--- config.mk ---
export PLATFORM = sky130hd
export DESIGN_NAME = float_div
export DESIGN_NICKNAME = d
export VERILOG_FILES = /design/src/rtl/float_div.sv
export SDC_FILE = /design/constraint.sdc
export NUM_CORES = 1
export LEC_CHECK = 0
export ABC_CLOCK_PERIOD_IN_PS = 4250
export BUFFER_PORTS_ARGS = -buffer_cell sky130_fd_sc_hd__buf_2
export CORE_ASPECT_RATIO = 1.25
export CORE_MARGIN = 2
export CORE_UTILIZATION = 55
export DETAILED_ROUTE_END_ITERATION = 16
export HOLD_SLACK_MARGIN = 0.03
export PLACE_DENSITY = 0.86
export REMOVE_ABC_BUFFERS = 1
export SETUP_SLACK_MARGIN = 0.3
export SYNTH_ARGS = -nofsm -noshare
export SYNTH_HDL_FRONTEND = slang
export SYNTH_SLANG_ARGS = --single-unit
--- constraint.sdc ---
create_clock -name clk -period 4.25 [get_ports clk]
set_clock_uncertainty 0.1 [all_clocks]
set_input_delay 0.85 -clock clk [delete_from_list [all_inputs] [get_ports clk]]
set_output_delay 0.85 -clock clk [all_outputs]
set_load 0.01 [all_outputs]
--- src/rtl/float_div.sv ---
// Sequential IEEE-754 binary32 divider (z = a / b): restoring radix-2 mantissa divide,
// round-to-nearest-even, denormal operands and results flushed to zero.
module float_div (
  input  logic        clk,
  input  logic        rst_n,
  input  logic        start,
  input  logic [31:0] a,
  input  logic [31:0] b,
  output logic        busy,
  output logic        done,
  output logic [31:0] z
);

  typedef enum logic [2:0] {StIdle, StUnpack, StDivide, StNorm, StRound} state_e;

  state_e             r_state;
  logic [31:0]        r_a, r_b, r_z;
  logic               r_s, r_done, r_g, r_st;
  logic signed [9:0]  r_e;
  logic [23:0]        r_mb, r_mant;
  logic [24:0]        r_rem;
  logic [25:0]        r_q;
  logic [4:0]         r_cnt;

  logic               w_s;
  logic               w_a_nan, w_a_inf, w_a_zero, w_b_nan, w_b_inf, w_b_zero;
  logic               w_special;
  logic [31:0]        w_special_z;
  logic signed [9:0]  w_e_unp;
  logic               w_ge;
  logic [24:0]        w_rem_nx;
  logic               w_inc;
  logic [24:0]        w_sum;
  logic [23:0]        w_mant_r;
  logic signed [9:0]  w_e_r;
  logic [31:0]        w_packed;

  assign busy = (r_state != StIdle);
  assign done = r_done;
  assign z    = r_z;

  assign w_s      = r_a[31] ^ r_b[31];
  assign w_a_zero = (r_a[30:23] == 8'h00);
  assign w_a_inf  = (r_a[30:23] == 8'hFF) && (r_a[22:0] == 23'h0);
  assign w_a_nan  = (r_a[30:23] == 8'hFF) && (r_a[22:0] != 23'h0);
  assign w_b_zero = (r_b[30:23] == 8'h00);
  assign w_b_inf  = (r_b[30:23] == 8'hFF) && (r_b[22:0] == 23'h0);
  assign w_b_nan  = (r_b[30:23] == 8'hFF) && (r_b[22:0] != 23'h0);
  assign w_e_unp  = $signed({2'b00, r_a[30:23]}) - $signed({2'b00, r_b[30:23]}) + 10'sd127;

  always_comb begin
    w_special   = 1'b1;
    w_special_z = 32'h0;
    if (w_a_nan || w_b_nan || (w_a_zero && w_b_zero) || (w_a_inf && w_b_inf)) begin
      w_special_z = 32'h7FC0_0000;
    end else if (w_a_inf || w_b_zero) begin
      w_special_z = {w_s, 8'hFF, 23'h0};
    end else if (w_a_zero || w_b_inf) begin
      w_special_z = {w_s, 31'h0};
    end else begin
      w_special = 1'b0;
    end
  end

  // Remainder stays below 2*mb, so the shifted value always fits 25 bits.
  assign w_ge     = (r_rem >= {1'b0, r_mb});
  assign w_rem_nx = w_ge ? (r_rem - {1'b0, r_mb}) : r_rem;

  assign w_inc    = r_g & (r_st | r_mant[0]);
  assign w_sum    = {1'b0, r_mant} + {24'h0, w_inc};
  assign w_mant_r = w_sum[24] ? w_sum[24:1] : w_sum[23:0];
  assign w_e_r    = r_e + (w_sum[24] ? 10'sd1 : 10'sd0);

  always_comb begin
    if (w_e_r >= 10'sd255) begin
      w_packed = {r_s, 8'hFF, 23'h0};
    end else if (w_e_r <= 10'sd0) begin
      w_packed = {r_s, 31'h0};
    end else begin
      w_packed = {r_s, w_e_r[7:0], w_mant_r[22:0]};
    end
  end

  always_ff @(posedge clk or negedge rst_n) begin
    if (!rst_n) begin
      r_state <= StIdle;
      r_a     <= 32'h0;
      r_b     <= 32'h0;
      r_z     <= 32'h0;
      r_done  <= 1'b0;
      r_s     <= 1'b0;
      r_e     <= 10'sd0;
      r_mb    <= 24'h0;
      r_rem   <= 25'h0;
      r_q     <= 26'h0;
      r_cnt   <= 5'd0;
      r_mant  <= 24'h0;
      r_g     <= 1'b0;
      r_st    <= 1'b0;
    end else begin
      r_done <= 1'b0;
      case (r_state)
        StIdle: begin
          if (start) begin
            r_a     <= a;
            r_b     <= b;
            r_state <= StUnpack;
          end
        end
        StUnpack: begin
          r_s   <= w_s;
          r_e   <= w_e_unp;
          r_mb  <= {1'b1, r_b[22:0]};
          r_rem <= {2'b01, r_a[22:0]};
          r_q   <= 26'h0;
          r_cnt <= 5'd0;
          if (w_special) begin
            r_z     <= w_special_z;
            r_done  <= 1'b1;
            r_state <= StIdle;
          end else begin
            r_state <= StDivide;
          end
        end
        StDivide: begin
          r_rem <= w_rem_nx << 1;
          r_q   <= {r_q[24:0], w_ge};
          r_cnt <= r_cnt + 5'd1;
          if (r_cnt == 5'd25) r_state <= StNorm;
        end
        StNorm: begin
          if (r_q[25]) begin
            r_mant <= r_q[25:2];
            r_g    <= r_q[1];
            r_st   <= r_q[0] | (|r_rem);
          end else begin
            r_mant <= r_q[24:1];
            r_g    <= r_q[0];
            r_st   <= |r_rem;
            r_e    <= r_e - 10'sd1;
          end
          r_state <= StRound;
        end
        StRound: begin
          r_z     <= w_packed;
          r_done  <= 1'b1;
          r_state <= StIdle;
        end
        default: r_state <= StIdle;
      endcase
    end
  end

endmodule

# Word level (Yosys, flattened, before mapping)
# Index checks and enable logic that the tools add are counted.
# classes
n_reduce_logical	27
magnitude_cmp	3
bitwise_logic	4
addsub	7
eq_ne	11
n_mux	27
# ops
operator	n
32-bit two-way mux	4
32-bit case mux with 2 select lines	1
31-bit two-way mux	2
26-bit case mux with 2 select lines	1
25-bit case mux with 2 select lines	1
24-bit two-way mux	2
23-bit zero test	2
23-bit nonzero test	2
24-bit by 1-bit adder with 25-bit output	1
25-bit by 24-bit >= comparator with 1-bit output	1
25-bit OR reduction	1
24-bit subtractor	1
23-bit two-way mux	1
10-bit case mux with 2 select lines	1
8-bit == test, second input constant	2
8-bit zero test	2
3-bit case mux with 4 select lines	1
10-bit by 2-bit adder with 10-bit output	1
9-bit by 8-bit adder with 10-bit output, second input constant	1
10-bit by 9-bit >= comparator with 1-bit output, second input constant	1
10-bit by 1-bit <= comparator with 1-bit output, second input constant	1
10-bit two-way mux	1
5-bit case mux with 2 select lines	1
10-bit by 2-bit subtractor with 10-bit output, second input constant	1
20 further kinds	46
# totals
regBits	217
wordCells	93
output_inout_bits	34

# Logic depth before layout (Yosys ltp)
# logic_depth
depth_word	9
ltp_mapped	18

# Least setup slack after synthesis
# Ideal clock, no wire load.
# synth_timing
path_type	reg-to-reg
from	register r_mant[0]
to	register r_z[10] (netlist: z[10])
slack_ps	243
t_arrival_ps	3786
required_ps	4029
n_path_buf	2
synth_period_minus_slack_ps	4007
path_stages_with_launch	18
path_cell_list	dfrtp_1 o21a_1 ha_1 ha_1 nand3_1 nor3_1 nand2_1 clkbuf_1 inv_1 ha_1 ha_1 clkbuf_1 a31oi_1 or4b_1 o41a_1 nand2_1 a21oi_2 a22o_1
# synth_between
elab_chain_cells	9
word_cells_on_any_way	11
# synth_rtl
element	line	text
start, declared	20	logic [23:0] r_mb, r_mant;
start signal, assigned	133	r_mant <= r_q[25:2];
start signal, assigned	137	r_mant <= r_q[24:1];
1-bit bitwise OR	69	assign w_inc = r_g & (r_st | r_mant[0]);
1-bit AND	69	
24-bit by 1-bit adder with 25-bit output *	70	assign w_sum = {1'b0, r_mant} + {24'h0, w_inc};
1-bit two-way mux	72	assign w_e_r = r_e + (w_sum[24] ? 10'sd1 : 10'sd0);
10-bit by 2-bit adder with 10-bit output	72	
10-bit by 1-bit <= comparator with 1-bit output	77	end else if (w_e_r <= 10'sd0) begin
31-bit two-way mux	77	
31-bit two-way mux *	75	if (w_e_r >= 10'sd255) begin
32-bit case mux with 2 select lines *	102	case (r_state)
end signal, assigned	118	r_z <= w_special_z;
end signal, assigned	145	r_z <= w_packed;
end, declared	17	logic [31:0] r_a, r_b, r_z;
# Every way passes the cells marked *; elsewhere a longest branch is shown, timed or not.
# A chain may end at the register's enable or synchronous reset.

# Worst setup path in the final report
# layout_timing
from	register r_mant[0]
to	register r_z[23] (netlist: z[23])
# layout_between
elab_chain_cells	9
word_cells_on_any_way	10
# layout_rtl
element	line
1-bit bitwise OR	69
1-bit AND	69
24-bit by 1-bit adder with 25-bit output *	70
1-bit two-way mux *	72
10-bit by 2-bit adder with 10-bit output *	72
10-bit by 1-bit <= comparator with 1-bit output	77
31-bit two-way mux	77
31-bit two-way mux *	75
32-bit case mux with 2 select lines *	102
# Marks and branches as above.

==> run summary <==
status: finished, final reports clean
htree depth: 1
Rows: 60
DRT iter0 DRCs: 785
Top delay family on crit path: simple AND/OR/NAND/NOR gates
worst setup path endpoint: z[23]
num ports: 101
Synth cell types: 77
Lkg Pwr: 5.901 nW
EDFF count, synth: 0
RSZ-0062 raised after global routing: no
drt wl/cell: 17.68 um
placer's final routability congestion estimate: 0.9549
critical path startpoint: r_mant[0]
Area Growth Syn to Fin: 13.46%
CP Cell Sequence: o21a_1 -> ha_1 -> ha_2 -> nand3_1 -> nor3_2 -> nand2_1 -> inv_1 -> ha_2 -> nand3_1 -> or3_1 -> a2111oi_2 -> o311ai_2 -> nand2b_1 -> and3_1 -> a21oi_1
n_diodes: 0
die area: 22,860 um^2
Worst Path Arrival: 4.15 ns
Routed WL: 28,300 um
initial core utilization: 0.5567
Die X: 135.6 um
Final Hold Slack: 0.3183 ns
CP Capture Type: flop
clock root cell: clkbuf_16
largest net degree at the start of global routing: 111
antenna viol nets, final: 0
clk buf depth: 3
initial antenna violation count: 0
Crit path depth: 15
DP Worst Slack: 0.2349 ns
Yosys Warn Count: 0
PwrDens: 853.1 nW/um^2
first-pass GRT wire length: 46,450 um
First-pass DRT Iterations: 6
syn avg cell area: 9.661 um^2
slew margin rel.: 0.1422
Clk Latency, worst-skew pair: 0.52 ns
DR vias: 9,640
r2r worst-path depth: 15
Clock Pin Slew Worst Setup and Hold Paths: 0.06 ns
die height: 168.5 um
vias per inst: 6.021
min Tclk post-route: 3.826 ns
GR Overflow Total: 0
drc violations: 0
I/O Buffers: 100
share of cells above drive strength 1: 0.1861
startpoint types: flop
worst r2r src: r_mant[0]
vias in the first global route: 9,460
Hold Vio Cnt, Final: 0
Max-Cap Viols: 0
commonest non-fill, non-tap cell in the layout: dfrtp_1
placed cell count: 1,560
Final #Nets: 1,416
max-slew violations: 0
Tcrit/Tclk final: 0.9001
CTS buffer count: 23
Crit Path Class: reg2reg
Core Box Area: 21,400 um^2
commonest non-fill, non-tap cells in the layout: dfrtp_1 (217), nand2_1 (158), o21ai_0 (125)
sequential fraction of the synthesis area: 0.4559
CP Buf/Inv Count: 1
Seq cells post-synth: 217
Critical Path Max Stage Delay: 0.49 ns
final setup violation count: 0
Fmax: 261.4 MHz
CTS Sinks: 217
share of flip-flops with an asynchronous set or reset: 1.000
Worst R2R End: z[23]
Tightest Hold Check Type: in2async
Layout Cells excl Fill: 1,601
dpl hpwl: 19,970 um
Worst path slowest cell: a2111oi_2
CTS tree: built
reg-to-reg setup timing slack: 0.42 ns
Post-Syn Area: 11,910 um^2
Worst IR Drop VDD: 0.0005065 V
Setup WS post-layout: 0.4245 ns
Least-Margin Pin Slew: 1.287 ns
Total GRT Usage: 0.2484
CP Max Fanout: 5
Mapped Cells: 1,233
top_reg_cell synth: dfrtp_1
Req. time, crit path: 4.58 ns
-- metal layers --
| layer | track usage | wire (um) | up-vias |
|---|---|---|---|
| met5 | 0 | 0 | - |
| met4 | 0.09466 | 891 | 0 |
| met3 | 0.02935 | 1431 | 67 |
| met2 | 0.4427 | 14550 | 303 |
| met1 | 0.3073 | 11430 | 4635 |
| li1 | - | - | 4635 |
-- cell type report --
type	count	area, um^2
repair buffers	115	646.9
multi-input cells	899	6052
well taps	279	349.1
clock inverters	9	158.9
fillers	1713	7881
inverters	51	191.4
flip-flops and latches	217	5430
clock buffers	31	685.7
-- timing repair --
action	CTS	global route
buffers inserted	0	1
setup endpoints to repair	17	27
hold buffers	0	0
resized for setup	3	7
pin swaps	0	1
-- through the flow --
step	TNS (ns)	total power, W	area, um^2	util
2_1_floorplan	-86.61	0.007744	11610	-
3_3_place_gp	0	0.009008	12620	0.5898
3_5_place_dp	0	0.009214	12620	0.5898
4_1_cts	0	0.01147	13470	0.6297
5_1_grt	0	0.01241	13510	0.6316
6_report	0	0.01153	13510	0.6316
-- worst min path at each step --
stage	depth (start not counted)	from	slack, ns	to
after floorplan	2	r_mb[23]	0.32	r_mb[23]
after CTS	2	r_mb[23]	0.37	r_mb[23]
final	1	rst_n	0.32	r_b[7]
after global routing	2	r_mb[23]	0.39	r_mb[23]
after detailed placement	2	r_mb[23]	0.36	r_mb[23]
after global placement	2	r_mb[23]	0.34	r_mb[23]
-- cells by family after synthesis --
group           Yosys count  share of synthesized area
compound gates          335                     0.1875
xor+xnor                 49                    0.03603
fa+ha+maj                42                    0.04538
buf+inv                 117                    0.04149
flops                   217                     0.4559
mux                      84                    0.07647
simple gates            389                     0.1572
-- state kept, by name, indices dropped and copies added, names as in the netlist, 10 cells and up --
name / count
r_rem: 25
r_mant: 24
r_q: 26
z: 32
r_mb: 24
r_b: 32
r_e: 10
r_a: 32
-- Yosys cell counts (15+ instances only) --
cell | n | area (um^2)
nand4_1 | 15 | 93.84
a31oi_1 | 20 | 125.1
mux2_2 | 56 | 630.6
xnor2_1 | 24 | 210.2
nor4_1 | 23 | 143.9
xor2_1 | 25 | 219.0
nand2_1 | 159 | 596.8
dfrtp_1 | 217 | 5430
nand3_1 | 47 | 235.2
and3_1 | 15 | 93.84
inv_1 | 50 | 187.7
clkbuf_1 | 50 | 187.7
nor3_1 | 20 | 100.1
o21ai_0 | 125 | 625.6
mux2i_1 | 28 | 280.3
a22o_1 | 32 | 280.3
nor2_1 | 51 | 191.4
a21oi_1 | 45 | 225.2
ha_1 | 40 | 500.5
-- where the power goes --
group          internal (W)  total (W)  switching (W)
clock               0.00137    0.00221       0.000833
sequential          0.00285    0.00362       0.000770
combinational       0.00241    0.00570        0.00329
Note: power is estimated with default switching activity, not from simulation.
